`config.mk`:
```
export PLATFORM = sky130hd
export DESIGN_NAME = fetch_unit
export DESIGN_NICKNAME = d
export VERILOG_FILES = /design/src/rtl/fetch_unit.sv
export SDC_FILE = /design/constraint.sdc
export NUM_CORES = 1
export LEC_CHECK = 0
export BUFFER_PORTS_ARGS = -buffer_cell sky130_fd_sc_hd__clkbuf_2
export CAP_MARGIN = 20
export CORE_ASPECT_RATIO = 0.8
export CORE_UTILIZATION = 52
export DETAILED_ROUTE_END_ITERATION = 6
export MAX_ROUTING_LAYER = met4
export PLACE_DENSITY = 0.82
export SLEW_MARGIN = 20
export SYNTH_ARGS = -nofsm -noshare
export SYNTH_HDL_FRONTEND = slang
export SYNTH_SLANG_ARGS = --single-unit
```
`constraint.sdc`:
```
create_clock -name CLK -period 3.7 [get_ports CLK]
set_input_delay 0.555 -clock CLK [delete_from_list [all_inputs] [get_ports CLK]]
set_output_delay 0.555 -clock CLK [all_outputs]
set_load 0.02 [all_outputs]
```
`src/rtl/fetch_unit.sv`:
```
// Instruction-fetch stage: holds the PC, fetches over a req/ack handshake and
// computes the next PC from branch/zero results returned by execute.
module fetch_unit #(
  parameter logic [63:0] RESET_PC = 64'h0,
  parameter int unsigned MAX_WAIT = 8
) (
  input  logic        CLK,
  input  logic        Reset,
  output logic        imem_req,
  output logic [63:0] imem_addr,
  input  logic        imem_ack,
  input  logic [31:0] imem_data,
  output logic        instr_valid,
  output logic [31:0] instruction,
  output logic [10:0] opcode,
  output logic [63:0] pc,
  input  logic        exec_done,
  input  logic        branch,
  input  logic        uncond_branch,
  input  logic        zero,
  input  logic [63:0] signext_imm,
  output logic        fetch_err
);

  localparam int unsigned CW = $clog2(MAX_WAIT + 1);
  localparam logic [CW-1:0] WAIT_LAST = CW'(MAX_WAIT - 1);

  typedef enum logic [1:0] {IDLE, FETCH, EXEC, ERR} state_t;

  state_t         state_q, state_d;
  logic [63:0]    pc_q, pc_d;
  logic [31:0]    instr_q, instr_d;
  logic           valid_q, valid_d;
  logic           err_q, err_d;
  logic [CW-1:0]  wait_q, wait_d;
  logic [63:0]    next_pc;
  logic           take;

  assign take    = uncond_branch | (branch & zero);
  assign next_pc = take ? pc_q + (signext_imm << 2) : pc_q + 64'd4;

  always_comb begin
    state_d = state_q;
    pc_d    = pc_q;
    instr_d = instr_q;
    valid_d = valid_q;
    err_d   = err_q;
    wait_d  = wait_q;
    case (state_q)
      IDLE: state_d = FETCH;
      FETCH: begin
        if (imem_ack) begin
          instr_d = imem_data;
          valid_d = 1'b1;
          wait_d  = '0;
          state_d = EXEC;
        end else if (wait_q == WAIT_LAST) begin
          err_d   = 1'b1;
          state_d = ERR;
        end else begin
          wait_d = wait_q + CW'(1);
        end
      end
      EXEC: begin
        if (exec_done) begin
          pc_d    = next_pc;
          valid_d = 1'b0;
          state_d = FETCH;
        end
      end
      ERR: begin
        valid_d = 1'b0;
        err_d   = 1'b1;
      end
      default: state_d = IDLE;
    endcase
  end

  always_ff @(posedge CLK) begin
    if (Reset) begin
      state_q <= IDLE;
      pc_q    <= RESET_PC;
      instr_q <= '0;
      valid_q <= 1'b0;
      err_q   <= 1'b0;
      wait_q  <= '0;
    end else begin
      state_q <= state_d;
      pc_q    <= pc_d;
      instr_q <= instr_d;
      valid_q <= valid_d;
      err_q   <= err_d;
      wait_q  <= wait_d;
    end
  end

  assign imem_req    = (state_q == FETCH);
  assign imem_addr   = pc_q;
  assign pc          = pc_q;
  assign instruction = instr_q;
  assign opcode      = instr_q[31:21];
  assign instr_valid = valid_q;
  assign fetch_err   = err_q;

endmodule

```
==> results.py, run 1 <==
metrics = {
    "clock_network": {
        "tritoncts": "yes",
        "cts_max_path_buffers": 2,
        "numCtsBuffers": 9,
        "cts_hold_buf": 0,
        "clk_pin_slew_worst_paths_ps": 80,
        "htree_num_levels": 3,
        "insertion_delay_ps": 360,
        "cts.root.buffer_cell": "sky130_fd_sc_hd__clkbuf_16",
        "cts_sinks": 102,
    },
    "die": {
        "die_height_um": 115,
        "core_mm2": 0.0153,
        "die_area_mm2": 0.0164,
        "chipWidth_um": 143,
        "floorplan.initialDensity_pct": 54.0,
        "design.portCount": 277,
        "rows": 40,
    },
    "global_route": {
        "grt_antenna_before_repair": 0,
        "grtUsageTotal_pct": 30.4,
        "globalRouteMet3Util_pct": 4.18,
        "grt_pass1_wl_um": 38400,
        "grt_use_met2_pct": 49.5,
        "grt_max_degree": 84,
        "grt.overflow.total": 0,
        "globalRouteMet1Util_pct": 40.0,
        "grt_pass1_vias": 7788,
        "grt_busiest_layer": "met2",
    },
    "yosys": {
        "synth-edff-count": 0,
        "synth_top_flop_cell": "sky130_fd_sc_hd__dfxtp_1",
        "synth.avg_cell_area_um2": 7.41,
        "synth-async-reset-ratio_pct": 0,
        "synth.yosys.seq_area_share_pct": 24.8,
        "postSynthCellCount": 1112,
        "mappedNetlistArea_mm2": 0.00824,
        "post_synth_num_cell_types": 65,
        "yosys_warnings": 0,
        "postSynthRegisterBits": 102,
    },
    "placement": {
        "dpl.cell_count": 1576,
        "dp_slack_ps": -184,
        "port_buffers": 270,
        "dp.final_hpwl_um": 18900,
        "gpl.final_weighted_congestion": 0.984,
    },
    "detailed_routing": {
        "finalWirelength_um": 24400,
        "route.detailed.vias_per_inst": 5.49,
        "wl_per_cell_um": 15.3,
        "drt-pass1-iter-count": 6,
        "detail_route.drc_violations": 0,
        "drtAntennaViolNets": 0,
        "vias": 8739,
        "detailedRoute.firstIterationViolations": 585,
    },
    "sta": {
        "skew_final_ps": 8.77,
        "timing.fmax_mhz": 286,
        "hold_violations": 0,
        "maxSlewHeadroom_pct": 32.4,
        "finalHoldWorstSlack_ps": 399,
        "timing.final.crit_share_pct": 94.3,
        "tightest_slew_ps": 1010,
        "timing.setup.tns_ps": 0,
        "setup_viol": 0,
        "post-route-worst-setup-slack_ps": 209,
        "period_minus_slack_ps": 3490,
        "report.final.slew_viol_count": 0,
    },
    "critical_path": {
        "timing.rr.start": "imem_addr[2]$_SDFFE_PP0P_",
        "timing.critical_path.slowest_cell_delay_ps": 320,
        "worst-path-max-fanout": 30,
        "path_buf_inv": 4,
        "critical_path.cell_chain": "clkbuf_2, a21o_1, buf_4, and2_1, ha_1, a211oi_1, o21ai_0, a211oi_1, buf_4, a21oi_1, nor4_1, nor2_1, a21oi_1, buf_4, o21bai_1, xor2_1, a22o_1",
        "critPathRequiredTime_ps": 3960,
        "setup.worst_path.class": "in2reg",
        "critical-path-top-cell-by-count": "sky130_fd_sc_hd__buf_4",
        "rr_endpoint": "imem_addr[60]$_SDFFE_PP0P_",
        "ff2ff_path_depth": 13,
        "timing.reg2reg.setup_slack_ps": 640,
        "cell_with_the_biggest_individual_delay_on_the_critical_path": "sky130_fd_sc_hd__nor4_1",
        "crit_path_start_kind": "input pin",
        "endpoint_kind": "flop",
        "path_delay_family": "compound AO/OA/AOI/OAI gates",
        "critical_path_arrival_ps": 3750,
    },
    "worst_hold_path": {
        "hold_start": "imem_data[26]",
        "whs_path_depth": 3,
        "hold_path_end": "instruction[26]$_SDFFE_PP0P_",
        "min_path_type": "in2reg",
    },
    "pwr": {
        "power_switching_share_pct": 33.6,
        "p_seq_share_pct": 40.5,
        "total_leakage_power_nw": 5.08,
        "total_switching_power_mw": 0.973,
        "comb_power_share_pct": 25.3,
        "power_density_mw_per_mm2": 284,
        "power.internal_mw": 1.93,
        "peakVddDrop_uv": 221,
        "power.share.clock_pct": 34.1,
    },
    "finish": {
        "area.sequential_mm2": 0.00204,
        "insertedDiodeCount": 0,
        "areaGrowthSynthToFinish_pct": 24.1,
        "final_core_occ_pct": 67.0,
        "fin_cells": 1593,
        "layout.nets": 1544,
        "total_area_of_multi_input_combinational_cells_mm2": 0.00529,
        "final_layout_size_suffix_gt1_share_pct": 30.9,
        "n_fill_cell": 1375,
    },
    "run_status": {
        "outcome": "finished clean",
    },
    "job": {
        "max-cap-violations": 0,
    },
}
[per-stage QoR]
stage	total power, mW	cell area, µm²
final	2.90	10200
after global routing	3.03	10200
after CTS	2.91	10200
after detailed placement	1.93	9870
after global placement	1.91	9850
after floorplan	1.70	8250
[worst max path at each step]
stage | start | endpoint | slack, ps | depth (start not counted)
final | branch | imem_addr[57]$_SDFFE_PP0P_ | 210 | 17
after global routing | branch | imem_addr[57]$_SDFFE_PP0P_ | -2 | 17
after CTS | branch | imem_addr[63]$_SDFFE_PP0P_ | 170 | 16
after detailed placement | branch | imem_addr[63]$_SDFFE_PP0P_ | -180 | 16
after global placement | branch | imem_addr[63]$_SDFFE_PP0P_ | -160 | 16
after floorplan | branch | imem_addr[63]$_SDFFE_PP0P_ | 330 | 14
[worst reg2reg max path: cells and delay by family, from the launching register on]
kind                       cells  cell delay (ps)
and+or+nand+nor                1              170
xor gates and xnor gates       1              100
DFF                            1              390
buffers and inverters          1               60
AOI/OAI and AO/OA              8             1670
adders and majority gates      2              570
[final cells by class]
type	count	share of cell area [%]
repair buffers	389	22.2
multi-input cells	864	51.8
flip-flops and latches	102	20.0
clock inverters	7	0.881
well taps	210	2.57
inverters	12	0.441
clock buffers	9	2.20
[timing repair]
action	CTS	global route
gates resized for setup	0	7
setup buffers	0	1
setup endpoints to repair	0	6
[synthesized netlist by cell type, drive strengths merged, types with 2 or more instances]
master | n | area share [%]
a2111oi | 3 | 0.32
a211oi | 16 | 1.5
a21o | 36 | 3.3
a21oi | 151 | 9.2
a22o | 19 | 2.0
a31oi | 9 | 0.68
a41o | 2 | 0.24
and2 | 63 | 4.8
and3 | 9 | 0.71
and4 | 3 | 0.32
buf | 98 | 8.9
clkbuf | 36 | 1.8
dfxtp | 102 | 25
ha | 62 | 9.4
inv | 12 | 0.55
nand2 | 189 | 8.6
nand2b | 12 | 0.91
nand3 | 25 | 1.5
nand4 | 18 | 1.4
nor2 | 57 | 2.6
nor2b | 7 | 0.53
nor3 | 18 | 1.1
nor3b | 4 | 0.43
nor4 | 5 | 0.38
o211ai | 5 | 0.46
o21a | 3 | 0.27
o21ai | 50 | 3.0
o21bai | 10 | 0.91
o221ai | 2 | 0.29
o31ai | 4 | 0.43
or2 | 3 | 0.23
or3 | 4 | 0.32
xnor2 | 31 | 3.3
xor2 | 25 | 2.7
[cells in the final DEF (no fill, tap or decap), drive strengths merged, types with 4 or more instances in the layout]
master / instances
conb: 4
nor4: 5
a21o: 36
nand3: 25
nand4: 18
xnor2: 31
clkbuf: 278
o21ai: 50
nor3b: 4
and2: 63
nand2: 189
nand2b: 12
o21bai: 10
dfxtp: 102
a21oi: 151
a31oi: 9
inv: 13
or3: 4
and3: 9
buf: 120
nor3: 18
nor2b: 7
a22o: 19
o31ai: 4
a211oi: 16
ha: 62
xor2: 25
clkinv: 5
nor2: 57
o211ai: 5
[power groups by stage]
stage	Sequential (mW)	Clock [mW]	Combinational, mW
2_1_floorplan	1.24	0	0.458
3_3_place_gp	1.20	0	0.716
3_5_place_dp	1.20	0	0.726
4_1_cts	1.18	1.01	0.730
5_1_grt	1.18	1.05	0.803
6_report	1.18	0.990	0.735
[kinds of logic after synthesis]
logic type	share of synthesized area (%)
compound gates	23.7
xor+xnor	5.95
simple gates	24.2
fa+ha+maj	9.66
other cells	0.0455
mux	0.122
flops	24.8
buf+inv	11.6
[layer usage]
| layer | vias up | wire length [µm] |
|---|---|---|
| met5 | - | 0 |
| met3 | 24 | 1550 |
| met1 | 4010 | 11300 |
| met4 | 0 | 331 |
| li1 | 4348 | - |
| met2 | 357 | 11200 |
[state kept, by name, summed over array words and instances, names as in the netlist]
signal and count:
instr_valid 1, wait_q 4, fetch_err 1, imem_addr 62
state_q 2, instruction 32
(Power assumes the default switching activity.)
==> run 2: changes to the inputs <==
- CORE_ASPECT_RATIO: 0.8 -> 0.9
==> results.py, run 2 (same netlist as run 1, synthesis figures left out) <==
metrics = {
    "critical_path": {
        "path_buf_inv": 4,
        "critical-path-top-cell-by-count": "sky130_fd_sc_hd__buf_4",
        "setup.worst_path.class": "in2reg",
        "timing.critical_path.slowest_cell_delay_ps": 420,
        "worst-path-max-fanout": 17,
        "critical_path.cell_chain": "clkbuf_2, a21o_1, buf_4, buf_4, and2_1, ha_1, or3_1, a2111oi_0, nor3_1, buf_4, nor3_1, nand2_1, a21oi_1, mux2i_1, xnor2_1, nor2_1",
        "crit_path_start_kind": "input pin",
        "path_delay_family": "simple AND/OR/NAND/NOR gates",
        "cell_with_the_biggest_individual_delay_on_the_critical_path": "sky130_fd_sc_hd__a2111oi_0",
        "critical_path_arrival_ps": 3800,
        "endpoint_kind": "flop",
        "critPathRequiredTime_ps": 3940,
    },
    "die": {
        "die_height_um": 121,
        "core_mm2": 0.0154,
        "floorplan.initialDensity_pct": 53.4,
        "chipWidth_um": 135,
        "rows": 43,
        "design.portCount": 277,
        "die_area_mm2": 0.0164,
    },
    "job": {
        "max-cap-violations": 0,
    },
    "pwr": {
        "power_density_mw_per_mm2": 285,
        "total_leakage_power_nw": 5.07,
        "peakVddDrop_uv": 262,
        "p_total_mw": 2.91,
    },
    "placement": {
        "dpl.cell_count": 1568,
        "port_buffers": 270,
        "gpl.final_weighted_congestion": 0.982,
        "dp.final_hpwl_um": 18300,
    },
    "sta": {
        "tightest_slew_ps": 635,
        "timing.final.crit_share_pct": 96.2,
        "grt_setup_unrepaired": "no",
        "timing.setup.tns_ps": 0,
        "maxSlewHeadroom_pct": 57.5,
        "timing.fmax_mhz": 281,
        "period_minus_slack_ps": 3560,
        "hold_violations": 0,
        "report.final.slew_viol_count": 0,
        "skew_final_ps": 11.0,
        "setup_viol": 0,
    },
    "global_route": {
        "grt.overflow.total": 0,
        "grt_antenna_before_repair": 0,
        "grt_pass1_vias": 7737,
        "grt_pass1_wl_um": 37200,
        "grtUsageTotal_pct": 29.2,
        "grt_max_degree": 49,
    },
    "clock_network": {
        "post_cts_resized": 0,
        "cts_sinks": 102,
        "cts_max_path_buffers": 2,
        "htree_num_levels": 3,
        "post-cts-setup-buffers": 0,
        "cts.root.buffer_cell": "sky130_fd_sc_hd__clkbuf_16",
        "cts_hold_buf": 0,
        "numCtsBuffers": 9,
        "clk_pin_slew_worst_paths_ps": 80,
        "tritoncts": "yes",
        "insertion_delay_ps": 370,
    },
    "detailed_routing": {
        "met3WireLength_um": 1330,
        "drt-pass1-iter-count": 5,
        "detailedRoute.firstIterationViolations": 490,
        "detail_route.drc_violations": 0,
        "wl_per_cell_um": 14.9,
        "drtAntennaViolNets": 0,
        "route.detailed.vias_per_inst": 5.44,
        "vias": 8619,
        "finalWirelength_um": 23600,
        "wl_met1_um": 10800,
        "top_signal_layer_used": "met4",
        "route.met2.wl_um": 11100,
    },
    "finish": {
        "layout.nets": 1543,
        "areaGrowthSynthToFinish_pct": 23.8,
        "area.sequential_mm2": 0.00204,
        "fin_cells": 1584,
        "total_area_of_multi_input_combinational_cells_mm2": 0.00529,
        "insertedDiodeCount": 0,
        "final_cell_mix": "sky130_fd_sc_hd__clkbuf_2 (269), sky130_fd_sc_hd__nand2_1 (187), sky130_fd_sc_hd__a21oi_1 (150)",
        "n_fill_cell": 1408,
        "final_layout_size_suffix_gt1_share_pct": 30.8,
        "largest_register_ff_count": 62,
        "final_common_cell": "sky130_fd_sc_hd__clkbuf_2",
    },
    "run_status": {
        "outcome": "finished clean",
    },
    "worst_hold_path": {
        "min_path_type": "in2reg",
    },
}
run 2: power by group:
part           internal, mW  switching, mW
Sequential             1.14         0.0375
Clock                 0.484          0.508
Combinational         0.310          0.429
Total                  1.93          0.975
run 2: cell type report:
| class | count | share of cell area [%] |
|---|---|---|
| Sequential cell | 102 | 20.0 |
| Clock inverter | 7 | 0.884 |
| Clock buffer | 9 | 2.21 |
| Timing Repair Buffer | 388 | 22.1 |
| Inverter | 12 | 0.442 |
| Multi-Input combinational cell | 864 | 51.9 |
| Tap cell | 202 | 2.48 |
run 2: final timing paths:
| check | from | to | slack (ps) | depth (start not counted) |
|---|---|---|---|---|
| setup reg to reg | imem_addr[2]$_SDFFE_PP0P_ | imem_addr[60]$_SDFFE_PP0P_ | 580 | 13 |
| setup / recovery | branch | imem_addr[63]$_SDFFE_PP0P_ | 140 | 16 |
| hold reg to reg | instruction[9]$_SDFFE_PP0P_ | instruction[9]$_SDFFE_PP0P_ | 460 | 2 |
| hold / removal | imem_data[3] | instruction[3]$_SDFFE_PP0P_ | 400 | 3 |
run 2: worst reg2reg max path: stages (launching register included):
cell and delay [ps]:
sky130_fd_sc_hd__dfxtp_1 380, sky130_fd_sc_hd__ha_1 210, sky130_fd_sc_hd__inv_1 60, sky130_fd_sc_hd__fa_1 370, sky130_fd_sc_hd__nand2b_1 180, sky130_fd_sc_hd__a21oi_1 180, sky130_fd_sc_hd__o21ai_1 170, sky130_fd_sc_hd__a21oi_1 220
sky130_fd_sc_hd__o21ai_1 130, sky130_fd_sc_hd__a41oi_2 290, sky130_fd_sc_hd__o221ai_2 220, sky130_fd_sc_hd__o31ai_2 310, sky130_fd_sc_hd__xor2_1 100, sky130_fd_sc_hd__a22o_1 200
run 2: metrics by stage:
step / util, % / hold WS, ps / area (µm²) / worst slack, ps
2_1_floorplan: - / 495 / 8250 / 327
5_1_grt: 66.0 / 392 / 10200 / 4.97
3_5_place_dp: 63.8 / 446 / 9850 / -203
3_3_place_gp: 63.8 / 442 / 9850 / -154
4_1_cts: 65.8 / 389 / 10200 / 93.4
6_report: 66.0 / 397 / 10200 / 140
run 2: layer usage:
metal / track usage [%] / vias up
met1: 37.5 / 3946
li1: - / 4338
met4: 7.02 / 0
met2: 48.1 / 308
met5: - / -
met3: 4.68 / 27
==> run 3: changes to the inputs <==
- clock period: 3.7 -> 3.6 ns (I/O delays scaled with it)
==> results.py, run 3 (same netlist as run 1, synthesis figures left out) <==
metrics = {
    "run_status": {
        "outcome": "finished clean",
    },
    "finish": {
        "layout.nets": 1568,
        "fin_cells": 1609,
        "final_layout_size_suffix_gt1_share_pct": 32.6,
        "largest_register_ff_count": 62,
        "insertedDiodeCount": 0,
        "areaGrowthSynthToFinish_pct": 26.7,
        "layout.cell_area.non_filler_mm2": 0.0104,
        "final_cell_mix": "sky130_fd_sc_hd__clkbuf_2 (269), sky130_fd_sc_hd__nand2_1 (187), sky130_fd_sc_hd__a21oi_1 (146)",
        "final_common_cell": "sky130_fd_sc_hd__clkbuf_2",
    },
    "placement": {
        "placed_cell_area_mm2": 0.0100,
        "dp.final_hpwl_um": 18500,
        "gpl.final_weighted_congestion": 0.959,
        "dpl.cell_count": 1592,
        "dp_slack_ps": -308,
        "port_buffers": 270,
    },
    "critical_path": {
        "critPathRequiredTime_ps": 3830,
        "worst-path-max-fanout": 6,
        "timing.rr.start": "imem_addr[2]$_SDFFE_PP0P_",
        "endpoint_kind": "flop",
        "worstSetupStartpoint": "branch",
        "critical_path_arrival_ps": 3620,
        "setup.worst_path.class": "in2reg",
        "crit_path_start_kind": "input pin",
    },
    "die": {
        "rows": 43,
        "die_area_mm2": 0.0164,
        "chipWidth_um": 135,
        "design.portCount": 277,
        "die_height_um": 121,
        "core_mm2": 0.0154,
        "floorplan.initialDensity_pct": 53.4,
    },
    "sta": {
        "timing.final.crit_share_pct": 94.1,
        "timing.fmax_mhz": 295,
        "hold_violations": 0,
        "timing.setup.tns_ps": 0,
        "maxSlewHeadroom_pct": 38.3,
        "grt_setup_unrepaired": "yes",
        "period_minus_slack_ps": 3390,
        "finalHoldWorstSlack_ps": 383,
        "setup_viol": 0,
        "tightest_slew_ps": 922,
        "post-route-worst-setup-slack_ps": 212,
        "skew_final_ps": 9.65,
        "report.final.slew_viol_count": 0,
    },
    "pwr": {
        "power_density_mw_per_mm2": 289,
        "peakVddDrop_uv": 288,
        "total_leakage_power_nw": 5.21,
    },
    "detailed_routing": {
        "drt-pass1-iter-count": 5,
        "route.detailed.vias_per_inst": 5.42,
        "detail_route.drc_violations": 0,
        "detailedRoute.firstIterationViolations": 528,
        "finalWirelength_um": 23900,
        "drtAntennaViolNets": 0,
        "vias": 8714,
        "wl_per_cell_um": 14.9,
    },
    "clock_network": {
        "cts.root.buffer_cell": "sky130_fd_sc_hd__clkbuf_16",
        "cts_max_path_buffers": 2,
        "clk_pin_slew_worst_paths_ps": 90,
        "tritoncts": "yes",
        "insertion_delay_ps": 360,
        "cts_sinks": 102,
        "htree_num_levels": 3,
        "numCtsBuffers": 9,
    },
    "global_route": {
        "grt_antenna_before_repair": 0,
        "grt_pass1_wl_um": 37000,
        "grt_pass1_vias": 7742,
        "grt_max_degree": 63,
        "grt.overflow.total": 0,
        "grtUsageTotal_pct": 29.2,
    },
    "job": {
        "max-cap-violations": 0,
    },
    "worst_hold_path": {
        "hold_start": "imem_data[24]",
        "min_path_type": "in2reg",
    },
}
==> run 3: changes by cell type in the layout (fill, tap and decap cells not counted), sizes merged <==
| cell | before | now |
|---|---|---|
| clkinvlp | 1 | 0 |
| buf | 119 | 144 |
| clkinv | 5 | 6 |
==> run 3: per-stage QoR <==
stage	total power, mW	utilization [%]
floorplan	1.74	-
finish	3.01	67.6
global route	3.16	67.6
CTS	3.02	67.0
detailed placement	2.00	65.0
global placement	1.99	65.0
==> run 3: worst max-delay path, stage by stage <==
cell and delay (ps):
sky130_fd_sc_hd__clkbuf_2 100, sky130_fd_sc_hd__a21o_1 230, sky130_fd_sc_hd__buf_4 170, sky130_fd_sc_hd__buf_4 140
sky130_fd_sc_hd__and2_1 150, sky130_fd_sc_hd__ha_1 290, sky130_fd_sc_hd__a21o_1 190, sky130_fd_sc_hd__a21o_1 190
sky130_fd_sc_hd__a2111oi_1 400, sky130_fd_sc_hd__nor3_1 150, sky130_fd_sc_hd__buf_4 160, sky130_fd_sc_hd__nor3_1 170
sky130_fd_sc_hd__nand2_1 120, sky130_fd_sc_hd__a21oi_1 190, sky130_fd_sc_hd__mux2i_1 230, sky130_fd_sc_hd__xnor2_1 140
sky130_fd_sc_hd__nor2_1 50
==> run 3: path summary, 6_finish.rpt <==
path | end | cells after the start | slack (ps)
setup / recovery | imem_addr[63]$_SDFFE_PP0P_ | 17 | 210
hold / removal | instruction[24]$_SDFFE_PP0P_ | 3 | 380
setup reg to reg | imem_addr[62]$_SDFFE_PP0P_ | 14 | 560
hold reg to reg | instruction[2]$_SDFFE_PP0P_ | 2 | 460
==> run 3: power breakdown <==
part | switching (mW) | internal, mW | leakage, nW
clock network | 0.525 | 0.499 | 0.151
logic | 0.447 | 0.335 | 4.23
registers | 0.0388 | 1.17 | 0.827
total | 1.01 | 2.00 | 5.21
==> run 3: timing repair <==
item / CTS / global route
hold buffers: 0 / 0
resized for setup: 0 / 19
setup buffers: 0 / 1
endpoints found under the setup margin: 0 / 12
endpoints found under the hold margin: 0 / 0
==> run 3: layout make-up <==
cell class              count  area [µm²]
multi-input cells         864        5350
fillers                  1376        5000
inverters                  12        45.0
well taps                 202         253
repair buffers            413        2440
clock inverters             7        91.3
flip-flops and latches    102        2040
clock buffers               9         225
==> run 3: metal layers <==
metal	part of all wire, %	GRT usage (%)	vias up
li1	-	-	4380
met1	47	37.9	4014
met2	47	47.7	290
met3	4.8	4.01	30
met4	1.3	7.16	0
met5	0	-	-
